<file path="src/rtl/rom_stream_reader_if.sv">
// Signal bundle between rom_stream_reader and its surroundings: command, ROM port and output stream.
// master is the reader itself; slave is the environment (command source, ROM and stream sink).
interface rom_stream_reader_if #(
    parameter int DATA_WIDTH = 8,
    parameter int ADDR_WIDTH = 8
);
    logic                  start;
    logic [ADDR_WIDTH-1:0] base_addr;
    logic [ADDR_WIDTH:0]   length;
    logic                  busy;
    logic                  done;
    logic                  rom_ena;
    logic [ADDR_WIDTH-1:0] rom_addr;
    logic [DATA_WIDTH-1:0] rom_q;
    logic                  out_valid;
    logic [DATA_WIDTH-1:0] out_data;
    logic                  out_last;
    logic                  out_ready;

    modport master (
        input  start, base_addr, length, rom_q, out_ready,
        output busy, done, rom_ena, rom_addr, out_valid, out_data, out_last
    );

    modport slave (
        output start, base_addr, length, rom_q, out_ready,
        input  busy, done, rom_ena, rom_addr, out_valid, out_data, out_last
    );
endinterface

</file>
<file path="src/rtl/rom_stream_reader.sv">
// Reads a run of consecutive ROM words (with address wrap) and forwards them as a valid/ready
// stream with a last marker, hiding the ROM read latency and backpressure behind a 4-entry FIFO.
module rom_stream_reader #(
    parameter int DATA_WIDTH = 8,
    parameter int ADDR_WIDTH = 8
) (
    input logic                 clk,
    input logic                 rst_n,
    rom_stream_reader_if.master bus
);
    typedef enum logic [1:0] {
        IDLE  = 2'd0,
        RUN   = 2'd1,
        DRAIN = 2'd2
    } state_t;

    state_t state;
    state_t state_next;

    logic [ADDR_WIDTH-1:0] ptr;
    logic [ADDR_WIDTH-1:0] addr_hold;
    logic [ADDR_WIDTH:0]   remaining;

    logic v1;
    logic v1_last;

    logic [DATA_WIDTH-1:0] fifo_data [4];
    logic                  fifo_last [4];
    logic [1:0]            rd_idx;
    logic [1:0]            wr_idx;
    logic [2:0]            count;

    logic done_r;
    logic done_next;
    logic load;
    logic issue;
    logic final_issue;
    logic push;
    logic pop;

    // A read is only issued if the word it returns is guaranteed a FIFO slot,
    // counting the word already in flight from the previous cycle.
    always_comb begin
        issue       = (state == RUN) && (remaining != '0) &&
                      ((count + {2'b00, v1}) < 3'd4);
        final_issue = issue && (remaining == (ADDR_WIDTH+1)'(1));
        push        = v1;
        pop         = (count != 3'd0) && bus.out_ready;
        load        = (state == IDLE) && bus.start && (bus.length != '0);
    end

    always_comb begin
        state_next = state;
        done_next  = 1'b0;
        case (state)
            IDLE: begin
                if (bus.start) begin
                    if (bus.length != '0) begin
                        state_next = RUN;
                    end else begin
                        done_next = 1'b1;
                    end
                end
            end
            RUN: begin
                if (final_issue) begin
                    state_next = DRAIN;
                end
            end
            DRAIN: begin
                // Finish on the edge that retires the last word so done lines up with busy dropping.
                if (!v1 && ((count == 3'd0) || ((count == 3'd1) && pop))) begin
                    state_next = IDLE;
                    done_next  = 1'b1;
                end
            end
            default: begin
                state_next = IDLE;
            end
        endcase
    end

    always_ff @(posedge clk) begin
        if (!rst_n) begin
            state     <= IDLE;
            done_r    <= 1'b0;
            ptr       <= '0;
            addr_hold <= '0;
            remaining <= '0;
            v1        <= 1'b0;
            v1_last   <= 1'b0;
        end else begin
            state   <= state_next;
            done_r  <= done_next;
            v1      <= issue;
            v1_last <= final_issue;
            if (load) begin
                ptr       <= bus.base_addr;
                remaining <= bus.length;
            end else if (issue) begin
                ptr       <= ptr + 1'b1;
                remaining <= remaining - 1'b1;
                addr_hold <= ptr;
            end
        end
    end

    always_ff @(posedge clk) begin
        if (!rst_n) begin
            rd_idx <= '0;
            wr_idx <= '0;
            count  <= '0;
        end else begin
            if (push) begin
                wr_idx <= wr_idx + 1'b1;
            end
            if (pop) begin
                rd_idx <= rd_idx + 1'b1;
            end
            case ({push, pop})
                2'b10:   count <= count + 3'd1;
                2'b01:   count <= count - 3'd1;
                default: count <= count;
            endcase
        end
    end

    // Storage needs no reset: the head is masked whenever the FIFO is empty.
    always_ff @(posedge clk) begin
        if (rst_n && push) begin
            fifo_data[wr_idx] <= bus.rom_q;
            fifo_last[wr_idx] <= v1_last;
        end
    end

    always_comb begin
        bus.busy      = (state != IDLE);
        bus.done      = done_r;
        bus.rom_ena   = issue;
        bus.rom_addr  = issue ? ptr : addr_hold;
        bus.out_valid = (count != 3'd0);
        bus.out_data  = '0;
        bus.out_last  = 1'b0;
        if (count != 3'd0) begin
            bus.out_data = fifo_data[rd_idx];
            bus.out_last = fifo_last[rd_idx];
        end
    end
endmodule

</file>
<file path="src/flat_wrapper.sv">
// flat-port wrapper written by rule: the top's interface ports become plain ports
module rom_stream_reader_flat 
#(
    parameter int DATA_WIDTH = 8,
    parameter int ADDR_WIDTH = 8
)
  (clk, rst_n, bus_start, bus_base_addr, bus_length, bus_rom_q, bus_out_ready, bus_busy, bus_done, bus_rom_ena, bus_rom_addr, bus_out_valid, bus_out_data, bus_out_last);
  rom_stream_reader_if #(.DATA_WIDTH(DATA_WIDTH), .ADDR_WIDTH(ADDR_WIDTH)) bus_i ();
  input logic clk;
  input logic rst_n;
  input wire logic [$bits(bus_i.start)-1:0] bus_start;
  input wire logic [$bits(bus_i.base_addr)-1:0] bus_base_addr;
  input wire logic [$bits(bus_i.length)-1:0] bus_length;
  input wire logic [$bits(bus_i.rom_q)-1:0] bus_rom_q;
  input wire logic [$bits(bus_i.out_ready)-1:0] bus_out_ready;
  output wire logic [$bits(bus_i.busy)-1:0] bus_busy;
  output wire logic [$bits(bus_i.done)-1:0] bus_done;
  output wire logic [$bits(bus_i.rom_ena)-1:0] bus_rom_ena;
  output wire logic [$bits(bus_i.rom_addr)-1:0] bus_rom_addr;
  output wire logic [$bits(bus_i.out_valid)-1:0] bus_out_valid;
  output wire logic [$bits(bus_i.out_data)-1:0] bus_out_data;
  output wire logic [$bits(bus_i.out_last)-1:0] bus_out_last;
  assign bus_i.start = bus_start;
  assign bus_i.base_addr = bus_base_addr;
  assign bus_i.length = bus_length;
  assign bus_i.rom_q = bus_rom_q;
  assign bus_i.out_ready = bus_out_ready;
  assign bus_busy = bus_i.busy;
  assign bus_done = bus_i.done;
  assign bus_rom_ena = bus_i.rom_ena;
  assign bus_rom_addr = bus_i.rom_addr;
  assign bus_out_valid = bus_i.out_valid;
  assign bus_out_data = bus_i.out_data;
  assign bus_out_last = bus_i.out_last;
  rom_stream_reader #(.DATA_WIDTH(DATA_WIDTH), .ADDR_WIDTH(ADDR_WIDTH)) u_core (.clk(clk), .rst_n(rst_n), .bus(bus_i));
endmodule
</file>
<file path="config.mk">
export PLATFORM = sky130hd
export DESIGN_NAME = rom_stream_reader_flat
export DESIGN_NICKNAME = d
export VERILOG_FILES = /design/src/rtl/rom_stream_reader_if.sv /design/src/rtl/rom_stream_reader.sv /design/src/flat_wrapper.sv
export SDC_FILE = /design/constraint.sdc
export NUM_CORES = 1
export LEC_CHECK = 0
export BUFFER_PORTS_ARGS = -buffer_cell sky130_fd_sc_hd__buf_2
export CORE_MARGIN = 2
export CORE_UTILIZATION = 55
export DETAILED_ROUTE_END_ITERATION = 8
export GPL_TIMING_DRIVEN = 1
export PLACE_DENSITY = 0.8
export REMOVE_ABC_BUFFERS = 1
export SLEW_MARGIN = 20
export SYNTH_ARGS = -nofsm -noshare
export SYNTH_HDL_FRONTEND = slang
export SYNTH_SLANG_ARGS = --single-unit
</file>
<file path="constraint.sdc">
create_clock -name clk -period 3.3 [get_ports clk]
set_clock_uncertainty 0.2 [all_clocks]
set_input_delay 0.495 -clock clk [delete_from_list [all_inputs] [get_ports clk]]
set_output_delay 0.495 -clock clk [all_outputs]
set_load 0.02 [all_outputs]
</file>
==> metrics.yaml, run 1 <==
finalMaxSlewViolations: 0
cts_inserted_buffers: 9
hold_buffers: 0
clk_latency_ns: 0.34
antenna_found_initial: 0
ys.flop_type: "dfxtp_1"
netlist_area_mm2: 0.00336
dpl.cell_count: 402
num_rows: 28
drtIter0Drc: 153
io_pins: 50
first_global_vias: 2269
ir_drop_uv: 317
p_leak_uw: 0.00149
cts_resized: 0
clockBufferDepth: 2
netlist_top_cells_area: "edfxtp_1, dfxtp_1, mux4_2, ha_1, and2_1"
hp-start: "bus_rom_q[6]"
power_density_mw_per_mm2: 653
cts_sinks: 75
vias: 2382
core_mm2: 0.00592
detail-route-antenna-nets: 0
clockRootBuffer: "clkbuf_8"
synth.distinct_cells: 48
postCtsSetupBuffers: 0
fin_setup_tns_ns: 0
dpl.hpwl_um: 4340
grt_pass1_wl_um: 10600
critPathKind: "register to output port"
wirelength_um: 6350
synth_edf_count: 36
clk_pin_slew_worst_paths_ns: 0.07
rr_endpoint: "u_core.addr_hold[0]$_SDFFE_PN0N_"
die-area_mm2: 0.00676
worstHoldPathType: "input port to register"
setup_viol: 0
synth_top_cell_area_share: 0.321
start_util: 0.568
drtPass1Iterations: 4
hold_depth: 1
relSlewSlack: 0.563
syn_area_per_cell_um2: 11.7
routedWlPerCell_um: 15.2
drc: 0
yosys.area.top_type: "edfxtp_1"
whs_endpoint: "u_core.fifo_data[3][6]$_DFFE_PP_"
synth_warnings: 0
via_per_inst: 5.70
gp_congestion: 0.855
postSynthCellCount: 287
num-fill-cells: 467
nets: 380
hold_violations: 0
die_w_um: 82.2
rsz0062_at_grt: "false"
grt_max_degree: 26
drv_cap: 0
grt_usage: 0.211
cts_tree: "built"
critPathLaunchType: "register"
grt.overflow.total: 0
period_share: 0.937
worstSetupEndpointType: "output port"
final_design_area_no_fill_mm2: 0.00387
tightest_slew_ns: 0.653
max_freq_mhz: 323
worst-endpoint-required_ns: 2.60
rr_worst_depth: 7
ys_ff_latch: 75
holdWs_ns: 0.167
critical_path.max_fanout: 13
r2r-start: "u_core.remaining[0]$_SDFFE_PN0P_"
crit_arrival_ns: 2.40
drive_above_1_share: 0.257
ys_seq_area_frac: 0.554
io_buffers: 49
diodes: 0
outcome: "complete, no violations"
min_period_ns: 3.09
die_h_um: 82.2
cts_max_level: 3
place_area_mm2: 0.00368
final_util: 0.653
r2r_slack_ns: 0.94
area_growth_pct: 15.0
final_cells: 418
async_flop_share: 0
## metrics by stage
step                total power [uW]  setup WS [ns]
floorplan                       1660          0.450
finish                          2520          0.207
global placement                1860          0.641
global route                    2700         0.0561
detailed placement              1890          0.584
CTS                             2540          0.199
## layout by cell type (no fill, tap or decap), drive strengths merged, types with 11 or more instances in the layout
cell type and instances:
a21oi 19, and2 19, buf 54, dfxtp 39, edfxtp 36, ha 13
inv 14, nand2 13, nor2 12, nor3 11, o21ai 16
## power by group
group | internal (uW) | leakage [uW] | total (uW) | switching [uW]
combinational | 322 | 0.000747 | 734 | 412
clock | 343 | 0.0000951 | 659 | 316
sequential | 1040 | 0.000644 | 1130 | 90.8
total | 1710 | 0.00149 | 2520 | 819
## registers in the layout (all words and copies together), names as in the netlist, named ones only
register	count
u_core.state	2
u_core.addr_hold	8
u_core.fifo_data	32
u_core.count	3
u_core.rd_idx	2
u_core.ptr	8
u_core.push	1
u_core.fifo_last	4
u_core.remaining	9
u_core.wr_idx	2
u_core.bus.done	1
u_core.v1_last	1
## final cells by class
| type | instances | area [um^2] | share of cell area |
|---|---|---|---|
| clock buffer | 10 | 128 | 0.0330 |
| clock inverter | 6 | 56.3 | 0.0146 |
| inverter | 15 | 56.3 | 0.0146 |
| multi-input combinational | 183 | 1390 | 0.359 |
| sequential | 75 | 1860 | 0.481 |
| tap | 75 | 93.8 | 0.0243 |
| timing repair buffer | 54 | 283 | 0.0731 |
## Yosys cell counts (4+ instances only)
| cell type | instances |
|---|---|
| xnor2_1 | 7 |
| nor4_1 | 4 |
| and2_1 | 19 |
| a22oi_1 | 5 |
| and3_1 | 6 |
| nand2_1 | 13 |
| a21oi_1 | 19 |
| clkbuf_1 | 10 |
| mux4_2 | 9 |
| edfxtp_1 | 36 |
| dfxtp_1 | 39 |
| ha_1 | 13 |
| inv_1 | 14 |
| nor2_1 | 12 |
| o21ai_0 | 15 |
| mux2_2 | 6 |
| nor3_1 | 11 |
| a32oi_1 | 4 |
## worst max path at each step
stage,cells past startpoint,startpoint,end
final,7,u_core.remaining[0]$_SDFFE_PN0P_,bus_rom_addr[0]
after global routing,7,u_core.remaining[0]$_SDFFE_PN0P_,bus_rom_addr[0]
after CTS,7,u_core.remaining[0]$_SDFFE_PN0P_,bus_rom_addr[0]
after detailed placement,7,u_core.remaining[0]$_SDFFE_PN0P_,bus_rom_addr[5]
after global placement,7,u_core.remaining[0]$_SDFFE_PN0P_,bus_rom_addr[7]
after floorplan,6,u_core.remaining[0]$_SDFFE_PN0P_,bus_rom_addr[0]
## kinds of logic (layout without fill, tap and decap cells)
kind of cell | after synthesis | count (layout) | synth area share
and+or+nand+nor | 82 | 82 | 0.135
DFF | 75 | 75 | 0.554
AOI/OAI and AO/OA | 61 | 61 | 0.117
buffers and inverters | 29 | 85 | 0.0335
muxes | 17 | 17 | 0.0863
adders and majority gates | 13 | 13 | 0.0484
xor gates and xnor gates | 10 | 10 | 0.0260
## worst max-delay path: stages (launching register included)
cell	delay, ns
dfxtp_1	0.35
inv_1	0.11
ha_1	0.14
or4b_1	0.55
o21ai_2	0.18
inv_1	0.22
mux2_2	0.35
buf_2	0.16
## routing by layer
layer  GRT usage  share of wire
met5           0              0
met4      0.0767          0.016
met3      0.0598          0.061
met2       0.362           0.50
met1       0.252           0.42
(Power assumes the default switching activity.)
==> run 2, diff against run 1 <==
--- a/config.mk
+++ b/config.mk
@@ -6,6 +6,7 @@
 export NUM_CORES = 1
 export LEC_CHECK = 0
 export BUFFER_PORTS_ARGS = -buffer_cell sky130_fd_sc_hd__buf_2
+export CORE_ASPECT_RATIO = 0.8
 export CORE_MARGIN = 2
 export CORE_UTILIZATION = 55
 export DETAILED_ROUTE_END_ITERATION = 8
==> run 2 against run 1 <==
Effect of this change: final cell count grew 2.6%; combinational power grew 4.5%; count of clock-buffer cells in the layout grew 1; die area is essentially flat; non-clock buffer count grew 5; worst hold slack gained 0.0048 ns; sequential power is essentially flat; via count grew 1.1%; first-iteration DRC count grew 19%; critical path type unchanged.
==> metrics.yaml, run 2 (synthesized netlist as in run 1, its figures left out) <==
critical_path.max_fanout: 6  # -7
routedWlPerCell_um: 15.9  # +4.8%
grt.overflow.total: 0  # unchanged
largest_register_ffs: 32  # unchanged
diodes: 0  # unchanged
setup_viol: 0  # unchanged
start_util: 0.569  # +0.000842
cts_sinks: 75  # unchanged
cts_tree: "built"
drive_above_1_share: 0.279  # +0.0222
grt_pass1_wl_um: 11100  # +5.4%
grt_usage: 0.214  # +0.00317
clk_pin_slew_worst_paths_ns: 0.08  # about the same
min_period_ns: 3.15  # +0.0542 ns
power_density_mw_per_mm2: 665  # +2.0%
regMostFlops: "u_core.fifo_data"
io_pins: 50  # unchanged
finalMaxSlewViolations: 0  # unchanged
max_freq_mhz: 318  # -1.7%
die_w_um: 91.4  # +11%
netSwitchingFraction: 0.325  # +0.000758
drv_cap: 0  # unchanged
num-fill-cells: 427  # -8.6%
final-seq-area_mm2: 0.00186  # unchanged
rsz0062_at_grt: "false"
first_global_vias: 2313  # +1.9%
vias: 2409  # +1.1%
fin_setup_tns_ns: 0  # unchanged
relSlewSlack: 0.540  # -0.0234
path_buf_inv: 3  # unchanged
gp_congestion: 0.852  # -0.30%
crit_arrival_ns: 2.45  # +0.05 ns
detail-route-antenna-nets: 0  # unchanged
combPwrFrac: 0.291  # about the same
drtIter0Drc: 182  # +19%
antenna_found_initial: 0  # unchanged
clockRootBuffer: "clkbuf_8"
dpl.hpwl_um: 4740  # +9.2%
grt_max_degree: 23  # -12%
outcome: "complete, no violations"
setup_slack_ns: 0.153  # -0.0542 ns
ir_drop_uv: 475  # +50%
p_clk_frac: 0.279  # +0.018
drc: 0  # unchanged
core_mm2: 0.00591  # -0.15%
worstSetupEndpointType: "output port"
cts_inserted_buffers: 9  # unchanged
worstHoldPathType: "input port to register"
tightest_slew_ns: 0.683  # +0.0307 ns
io_buffers: 49  # unchanged
p_leak_uw: 0.00152  # +2.2%
p_int_uw: 1780  # +4.2%
critPathKind: "register to output port"
share_seq_of_total_power: 0.430  # -0.018
die_h_um: 73.9  # -10%
hold_buffers: 0  # unchanged
die-area_mm2: 0.00676  # about the same
clk_latency_ns: 0.34  # about the same
slowest_stage: "or4b_4"
multi_input_area_mm2: 0.00140  # +0.81%
nets: 385  # +1.3%
top_regs: "u_core.fifo_data: 32 flops, u_core.remaining: 9 flops"
area_growth_pct: 17.6
hold_violations: 0  # unchanged
dp_slack_ns: 0.271  # -0.313 ns
p_switching_uw: 855  # +4.5%
drtPass1Iterations: 4  # unchanged
worst_path_dominant_cell_family: "simple AND/OR/NAND/NOR gates"
final_cell_mix: "buf_2, dfxtp_1, edfxtp_1"
slowest_delay_ns: 0.51  # -0.04 ns
num_rows: 25  # -11%
cts_max_level: 3  # unchanged
cp_cell_sequence: "inv_1 > ha_1 > or4b_4 > o21ai_4 > buf_4 > mux2_2 > buf_2"
final_common_cell: "buf_2"
critPathLaunchType: "register"
clockBufferDepth: 2  # unchanged
wirelength_um: 6830  # +7.6%
period_share: 0.954  # +0.0164
worst-endpoint-required_ns: 2.60  # about the same
via_per_inst: 5.62  # -1.5%
==> run 2: timing repair <==
item,4_1_cts,5_1_grt
setup endpoints to repair,5,5
pin swaps,1,1
setup buffers,4,0
resized for setup,2,1
==> run 2: routing by layer <==
metal  vias to the layer above  GRT usage  wire (um)  part of all wire
li1                       1167          -          -                 -
met1                      1149      0.291       3130              0.46
met2                        85      0.358       3220              0.47
met3                         8     0.0557        420             0.062
met4                         0     0.0421         58            0.0085
met5                         -          0          0                 0
==> run 2: power groups by stage <==
stage	Combinational, uW	Sequential (uW)	Clock (uW)
finish	767	1130	734
global route	849	1140	783
floorplan	531	1130	0
global placement	724	1150	0
CTS	763	1130	742
detailed placement	741	1150	0
==> run 2: worst register-to-register path: stages (launching register included) <==
cell and delay [ns]:
dfxtp_1 0.36, inv_1 0.11, ha_1 0.17, or4b_4 0.51, nor2_1 0.31, buf_4 0.22, o21a_1 0.31, o21ai_0 0.15
a21oi_1 0.19
==> run 2: cell type report <==
cell class / count / area share
clock buffers: 11 / 0.0386
flip-flops and latches: 75 / 0.471
clock inverters: 5 / 0.0149
inverters: 15 / 0.0152
repair buffers: 59 / 0.0810
well taps: 81 / 0.0256
multi-input cells: 183 / 0.354
==> run 2: path summary, 6_finish.rpt <==
check | slack [ns] | from | cells after the start | end
max | 0.15 | u_core.remaining[0]$_SDFFE_PN0P_ | 7 | bus_rom_addr[5]
max reg2reg | 0.69 | u_core.remaining[0]$_SDFFE_PN0P_ | 8 | u_core.ptr[4]$_SDFFE_PN0P_
min reg2reg | 0.28 | u_core.v1_last$_SDFF_PN0_ | 0 | u_core.fifo_last[0]$_DFFE_PP_
min | 0.17 | bus_rom_q[6] | 1 | u_core.fifo_data[0][6]$_DFFE_PP_
==> run 2: per-stage QoR <==
| step | utilization | area, um^2 | total power, uW | hold WS [ns] | instances |
|---|---|---|---|---|---|
| after floorplan | - | 3310 | 1660 | 0.238 | 273 |
| after global placement | 0.626 | 3700 | 1870 | 0.262 | 409 |
| after detailed placement | 0.626 | 3700 | 1890 | 0.271 | 409 |
| after CTS | 0.668 | 3950 | 2640 | 0.163 | 429 |
| after global routing | 0.669 | 3960 | 2780 | 0.164 | 429 |
| final | 0.669 | 3960 | 2630 | 0.172 | 429 |
==> run 3, diff against run 2 <==
--- a/config.mk
+++ b/config.mk
@@ -7,7 +7,6 @@
 export LEC_CHECK = 0
 export BUFFER_PORTS_ARGS = -buffer_cell sky130_fd_sc_hd__buf_2
 export CORE_ASPECT_RATIO = 0.8
-export CORE_MARGIN = 2
 export CORE_UTILIZATION = 55
 export DETAILED_ROUTE_END_ITERATION = 8
 export GPL_TIMING_DRIVEN = 1
==> run 3 against run 2 <==
Effect of this change: combinational power is 2% lower; register-to-register slack got worse by 0.06 ns; die area is 4.8% lower; design area fell by 0.82%; highest routed layer unchanged; largest power group unchanged; critical endpoint is now bus_rom_addr[1].
==> metrics.yaml, run 3 (synthesized netlist as in run 1, its figures left out) <==
finalMaxSlewViolations: 0  # unchanged
num_rows: 25  # unchanged
antenna_found_initial: 0  # unchanged
core_mm2: 0.00591  # unchanged
drv_cap: 0  # unchanged
wirelength_um: 7000  # +2.4%
die_h_um: 71.9  # -2.7%
setup_viol: 0  # unchanged
tightest_slew_ns: 0.742  # +0.0588 ns
critPathKind: "register to output port"
top_regs: "u_core.fifo_data: 32 flops, u_core.remaining: 9 flops"
grt_pass1_wl_um: 11500  # +3.0%
crit_arrival_ns: 2.45  # about the same
cts_inserted_buffers: 9  # unchanged
first_global_vias: 2327  # +0.61%
worstHoldPathType: "input port to register"
postCtsSetupBuffers: 0  # -4
hold_violations: 0  # unchanged
largest_register_ffs: 32  # unchanged
final_cell_mix: "buf_2, dfxtp_1, edfxtp_1"
nets: 379  # -1.6%
cts_tree: "built"
cts_sinks: 75  # unchanged
drive_above_1_share: 0.257  # -0.0214
critPathLaunchType: "register"
p_leak_uw: 0.00151  # -0.90%
cts_resized: 0  # -2
relSlewSlack: 0.502  # -0.0374
grt.overflow.total: 0  # unchanged
dpl.hpwl_um: 4710  # -0.65%
min_period_ns: 3.15  # -0.00161 ns
drtPass1Iterations: 4  # unchanged
critical_path.max_fanout: 13  # +7
detail-route-antenna-nets: 0  # unchanged
die_w_um: 89.4  # -2.2%
clockBufferDepth: 2  # unchanged
worst-endpoint-required_ns: 2.60  # about the same
outcome: "complete, no violations"
fin_setup_tns_ns: 0  # unchanged
area_growth_pct: 16.6
grt_usage: 0.242  # +0.0277
cts_max_level: 3  # unchanged
ir_drop_uv: 372  # -22%
io_buffers: 49  # unchanged
holdWs_ns: 0.160  # -0.0122 ns
diodes: 0  # unchanged
vias: 2445  # +1.5%
die-area_mm2: 0.00643  # -4.8%
via_per_inst: 5.78  # +2.9%
drc: 0  # unchanged
clk_pin_slew_worst_paths_ns: 0.08  # about the same
grt_max_degree: 26  # +13%
rsz0062_at_grt: "false"
clk_latency_ns: 0.34  # about the same
regMostFlops: "u_core.fifo_data"
clockRootBuffer: "clkbuf_8"
worstSetupEndpointType: "output port"
start_util: 0.569  # unchanged
max_freq_mhz: 318  # about the same
hold_buffers: 0  # unchanged
drtIter0Drc: 181  # -0.55%
final_common_cell: "buf_2"
period_share: 0.953  # about the same
routedWlPerCell_um: 16.5  # +3.9%
io_pins: 50  # unchanged
gp_congestion: 0.894  # +4.9%
power_density_mw_per_mm2: 693  # +4.2%
run 3: where the power goes:
part	switching [uW]	internal, uW	total [uW]
Combinational	430	320	750
Clock	331	505	837
Sequential	92.8	1040	1130
Total	854	1870	2720
run 3: final timing paths:
check	startpoint	endpoint	slack (ns)	depth (start not counted)
setup reg to reg	u_core.remaining[0]$_SDFFE_PN0P_	u_core.ptr[4]$_SDFFE_PN0P_	0.63	8
setup / recovery	u_core.remaining[0]$_SDFFE_PN0P_	bus_rom_addr[1]	0.15	7
hold / removal	bus_rom_q[7]	u_core.fifo_data[3][7]$_DFFE_PP_	0.16	1
hold reg to reg	u_core.v1_last$_SDFF_PN0_	u_core.fifo_last[2]$_DFFE_PP_	0.29	0
run 3: through the flow:
| step | instance area [um^2] | setup slack (ns) | power [uW] | util | instances |
|---|---|---|---|---|---|
| after floorplan | 3310 | 0.450 | 1660 | - | 273 |
| after global placement | 3680 | 0.637 | 1880 | 0.623 | 407 |
| after detailed placement | 3680 | 0.570 | 1890 | 0.623 | 407 |
| after CTS | 3920 | 0.177 | 2730 | 0.663 | 423 |
| after global routing | 3920 | 0.00939 | 2860 | 0.663 | 423 |
| final | 3920 | 0.154 | 2720 | 0.663 | 423 |
run 3: area by class of cell:
type	instances	area [um^2]
clock buffers	10	128
clock inverters	6	111
inverters	15	56.3
repair buffers	53	275
flip-flops and latches	75	1860
well taps	81	101
fillers	431	1990
multi-input cells	183	1390
run 3: layer usage:
layer	up-vias	track usage	routed length (um)
li1	1154	-	-
met1	1183	0.330	3060
met2	104	0.379	3410
met3	4	0.0808	489
met5	-	0	0
met4	0	0.0547	29
run 3: critical path: stages, from the launching register on:
cell and delay, ns:
dfxtp_1 0.35, inv_1 0.12, ha_1 0.15, or4b_1 0.56, o21ai_2 0.18, inv_1 0.23, mux2_2 0.36, buf_2 0.16
